## src/rtl/hazard_ctrl.sv

```systemverilog
// Pipeline hazard controller: load-use bubble insertion, branch flush and
// multi-cycle mul/div hold, with a saturating count of stalled cycles.
//
// state    | meaning
// ---------+---------------------------------------------------------------
// RUN      | normal issue; load-use, branch and mul/div start are decoded
// LU_STALL | one-cycle recovery after a load-use bubble; no hazard decode
// MD_BUSY  | mul/div in flight; front end and EX/MEM frozen until cnt = 0
module hazard_ctrl #(
    parameter int unsigned MUL_CYCLES = 4,
    parameter int unsigned DIV_CYCLES = 32
) (
    input  logic        clk_i,
    input  logic        rst_i,
    input  logic        IDEX_MemRead_i,
    input  logic [4:0]  IDEX_RtAddr_i,
    input  logic [4:0]  IFID_RsAddr_i,
    input  logic [4:0]  IFID_RtAddr_i,
    input  logic        Branch_taken_i,
    input  logic        MulDiv_start_i,
    input  logic        MulDiv_div_i,
    output logic        PC_write_o,
    output logic        IFID_write_o,
    output logic        IDEX_bubble_o,
    output logic        IFID_flush_o,
    output logic        Pipe_hold_o,
    output logic        MulDiv_done_o,
    output logic [15:0] Stall_cnt_o
);

    typedef enum logic [1:0] {
        RUN      = 2'd0,
        LU_STALL = 2'd1,
        MD_BUSY  = 2'd2
    } state_t;

    // Counter is loaded with N-1 so the final hold cycle is the one at cnt = 0.
    localparam logic [5:0] MUL_LOAD = 6'(MUL_CYCLES - 1);
    localparam logic [5:0] DIV_LOAD = 6'(DIV_CYCLES - 1);

    state_t      r_state;
    state_t      w_state_nxt;
    logic [5:0]  r_cnt;
    logic [5:0]  w_cnt_nxt;
    logic [15:0] r_stall_cnt;
    logic        w_lu;

    assign w_lu = (r_state == RUN) && IDEX_MemRead_i && (IDEX_RtAddr_i != 5'd0) &&
                  ((IDEX_RtAddr_i == IFID_RsAddr_i) || (IDEX_RtAddr_i == IFID_RtAddr_i));

    always_comb begin
        w_state_nxt   = r_state;
        w_cnt_nxt     = r_cnt;
        PC_write_o    = 1'b1;
        IFID_write_o  = 1'b1;
        IDEX_bubble_o = 1'b0;
        IFID_flush_o  = 1'b0;
        Pipe_hold_o   = 1'b0;
        MulDiv_done_o = 1'b0;

        case (r_state)
            RUN: begin
                // A pending load-use holds the branch; it re-resolves after the bubble.
                IFID_flush_o = Branch_taken_i && !w_lu;
                if (MulDiv_start_i) begin
                    w_cnt_nxt   = MulDiv_div_i ? DIV_LOAD : MUL_LOAD;
                    w_state_nxt = MD_BUSY;
                end else if (w_lu) begin
                    PC_write_o    = 1'b0;
                    IFID_write_o  = 1'b0;
                    IDEX_bubble_o = 1'b1;
                    w_state_nxt   = LU_STALL;
                end
            end
            LU_STALL: begin
                IFID_flush_o = Branch_taken_i;
                w_state_nxt  = RUN;
            end
            MD_BUSY: begin
                PC_write_o   = 1'b0;
                IFID_write_o = 1'b0;
                Pipe_hold_o  = 1'b1;
                if (r_cnt == 6'd0) begin
                    MulDiv_done_o = 1'b1;
                    w_state_nxt   = RUN;
                end else begin
                    w_cnt_nxt = r_cnt - 6'd1;
                end
            end
            default: begin
                w_state_nxt = RUN;
                w_cnt_nxt   = 6'd0;
            end
        endcase

        if (rst_i) begin
            w_state_nxt   = RUN;
            w_cnt_nxt     = 6'd0;
            PC_write_o    = 1'b1;
            IFID_write_o  = 1'b1;
            IDEX_bubble_o = 1'b0;
            IFID_flush_o  = 1'b0;
            Pipe_hold_o   = 1'b0;
            MulDiv_done_o = 1'b0;
        end
    end

    always_ff @(posedge clk_i) begin
        if (rst_i) begin
            r_state     <= RUN;
            r_cnt       <= 6'd0;
            r_stall_cnt <= 16'd0;
        end else begin
            r_state <= w_state_nxt;
            r_cnt   <= w_cnt_nxt;
            if (!PC_write_o && (r_stall_cnt != 16'hFFFF)) begin
                r_stall_cnt <= r_stall_cnt + 16'd1;
            end
        end
    end

    assign Stall_cnt_o = r_stall_cnt;

endmodule

```

## config.mk

```make
export PLATFORM = sky130hd
export DESIGN_NAME = hazard_ctrl
export DESIGN_NICKNAME = d
export VERILOG_FILES = /design/src/rtl/hazard_ctrl.sv
export SDC_FILE = /design/constraint.sdc
export NUM_CORES = 1
export LEC_CHECK = 0
export CAP_MARGIN = 10
export CELL_PAD_IN_SITES_DETAIL_PLACEMENT = 0
export CELL_PAD_IN_SITES_GLOBAL_PLACEMENT = 2
export CORE_MARGIN = 5
export CORE_UTILIZATION = 23
export CTS_CLUSTER_DIAMETER = 120
export CTS_CLUSTER_SIZE = 40
export DETAILED_ROUTE_END_ITERATION = 10
export GPL_TIMING_DRIVEN = 0
export PLACE_DENSITY_LB_ADDON = 0.1
export SETUP_SLACK_MARGIN = 0.4
export SLEW_MARGIN = 5
export SYNTH_ARGS = -nofsm -noshare
export SYNTH_HDL_FRONTEND = slang
export SYNTH_SLANG_ARGS = --single-unit
```

## constraint.sdc

```tcl
create_clock -name clk_i -period 2.2 [get_ports clk_i]
set_clock_uncertainty 0.2 [all_clocks]
set_input_delay 0.33 -clock clk_i [delete_from_list [all_inputs] [get_ports clk_i]]
set_output_delay 0.33 -clock clk_i [all_outputs]
set_load 0.03 [all_outputs]
```

==> flow_summary.ini <==
[floorplanning]
fp.dieH_um = 88.2
start_util = 0.238
io_pins = 43
die-area_mm2 = 0.00778
fp.dieW_um = 88.2
design.core.area_mm2 = 0.00592
num_rows = 28

[power_and_ir_drop]
power_mw = 1.23
power_density_mw_per_mm2 = 458
ir_drop_v = 0.000230
p_leak_nw = 1.09

[sta]
finalSetupViolCount = 9
finalHoldViolations = 0
period_share = 1.08
fin_ws_ns = -0.185
max_slew_margin = 0.593
tightestPinTransition_ns = 0.610
fin_crit_ns = 2.38
slew_violations = 0
fin_hold_ws_ns = 0.202
rsz0062_at_grt = true
fmax_mhz = 419

[routing]
wl_um = 5230
drt_iter0_markers = 72
wire_per_inst_um = 15.3
ant_nets = 0
remaining_drc_errors = 0
vias = 1694
dr.pass1.iters = 4
viasPerCell = 4.97

[yosys]
yosys-mux-area-fraction = 0.0178
synthCells = 180
synth_nets = 203
synth_compound_area_frac = 0.243
synth.most_common_cell = dfxtp_1
synth_edf_count = 0
syn_area_mm2 = 0.00141
yosys.area_share.simple = 0.268
ys_seq_area_frac = 0.341
synth-adder-area-share = 0.0178
ys_types = 42
syn_avg_cell_area_um2 = 7.82
synth_xor_area_frac = 0.0684
yosys.area.top_type = dfxtp_1
synthArstFlopShare = 0
yosys_warnings = 0
synthTopCellsByCount = dfxtp_1, a21oi_1, nor2_1, nand2_1, o21ai_0
synthTopCellsByArea = dfxtp_1, xnor2_1, a21oi_1
synth-main-ff-cell = dfxtp_1
synth-seq-cells = 24
synth_top_area_share = 0.341
synth_top_family_by_area = simple AND/OR/NAND/NOR gates

[layout]
area_delta_synth_final_pct = 90.1
layout-drive-gt1-share = 0.485
fin_nets = 290
diodes = 0

[status]
violations = negative setup slack
status = complete, but fails checks

[critical_path]
reg2reg_slack_ns = -0.11
path_class = reg -> out
crit_cells = 6
crit_start = r_cnt[1]
path_cells = inv_2 > ha_4 > or3b_4 > or3_4 > nor3_4 > buf_6
cp_max_fo = 2
crit_family = simple AND/OR/NAND/NOR gates
arrival_ns = 1.85
critPathMaxStageDelay_ns = 0.39
reg2regPathDepth = 9
critical_path_buf_inv_count = 2
critPathRequiredTime_ns = 1.67
crit_slowest_cell = or3_4
end_kind = output port
crit_path_start_kind = register
r2r_start = r_cnt[1]

[global_route]
busiest_layer = met2
grtUsageMet2 = 0.222
antenna_found_initial = 0
met3_usage = 0.0242
grt_max_degree = 14
grt_pass1_vias = 1665
grt_pass1_wl_um = 8050
grtUsageTotal = 0.132
grt_overflow = 0
met1_usage = 0.172

[place]
dpl.hpwl_um = 3500
place_ws_ns = -1.05
io_buffers = 42
place_congestion = 0.832

[worst_hold_path]
min_from = MulDiv_start_i
min_path_type = in -> reg
hold_depth = 3

[flow_run]
maxCapViolCount = 0

[clocking]
cts_hold_buf = 0
cts_max_level = 1
cts_buffers = 3
cts_root_buffer = clkbuf_8
clkSinkCount = 24
clk_path_buf_depth = 2
cts_tree = done
clock_latency_ns = 0.27
path_clk_slew_ns = 0.09
-- cells by family after synthesis --
family                     after synthesis
AOI/OAI and AO/OA                       53
adders and majority gates                2
muxes                                    2
xor gates and xnor gates                11
and+or+nand+nor                         74
DFF                                     24
buffers and inverters                   14
-- metrics by stage --
stage                     instance area [µm²]  utilization  setup TNS, ns  instances
after floorplan                          1550            -              0        180
after global placement                   2060        0.348         -12.52        297
after detailed placement                 2060        0.348         -13.25        297
after CTS                                2410        0.408         -0.310        326
after global routing                     2680        0.452          -1.64        341
final                                    2680        0.452         -0.754        341
-- layout by cell type, fill, tap and decap left out, types with 7 or more instances in the layout --
| cell type | synthesis | routed |
|---|---|---|
| buf_4 | 2 | 31 |
| xnor2_1 | 11 | 7 |
| dfxtp_2 | 0 | 9 |
| dfxtp_1 | 24 | 10 |
| nor2_1 | 18 | 14 |
| dlygate4sd2_1 | 0 | 19 |
| nand2_1 | 17 | 15 |
| o21ai_2 | 0 | 11 |
| a21oi_1 | 19 | 15 |
| clkdlybuf4s15_1 | 0 | 7 |
| or3_1 | 9 | 8 |
| buf_6 | 0 | 17 |
-- state kept, by name, indices dropped and copies added, names as in the netlist --
name	count
r_cnt	6
r_state	2
Stall_cnt_o	16
-- cell type report --
| type | instances | area, µm² |
|---|---|---|
| tap | 75 | 93.8 |
| multi-input combinational | 142 | 1170 |
| inverter | 7 | 26.3 |
| sequential | 24 | 510 |
| clock buffer | 4 | 45.0 |
| timing repair buffer | 82 | 754 |
| buffer | 7 | 71.3 |
| fill | 587 | 3240 |
-- power by group --
| group | internal [mW] | switching (mW) | total [mW] |
|---|---|---|---|
| Clock | 0.130 | 0.157 | 0.287 |
| Sequential | 0.449 | 0.0181 | 0.467 |
| Combinational | 0.250 | 0.222 | 0.471 |
| Total | 0.829 | 0.397 | 1.23 |
-- worst min-delay path: stages --
cell            delay (ns)
dlymetal6s2s_1        0.15
nor2_1                0.10
a211oi_1              0.05
-- metal layers --
metal,routed length (µm),vias up
met5,0,-
met1,2370,810
met3,294,5
met2,2520,52
li1,-,827
met4,43,0
-- worst paths after layout --
path / end
worst min register to register: Stall_cnt_o[10]
worst min-delay path: r_state[1]
worst max register to register: r_cnt[4]
worst max-delay path: MulDiv_done_o
-- repair_timing --
item | 4_1_cts | 5_1_grt
cloned | 2 | 0
setup endpoints to repair | 45 | 28
setup buffers | 23 | 15
gates resized for setup | 132 | 50
pin swaps | 56 | 27
Power figures use the tool's default switching activity.
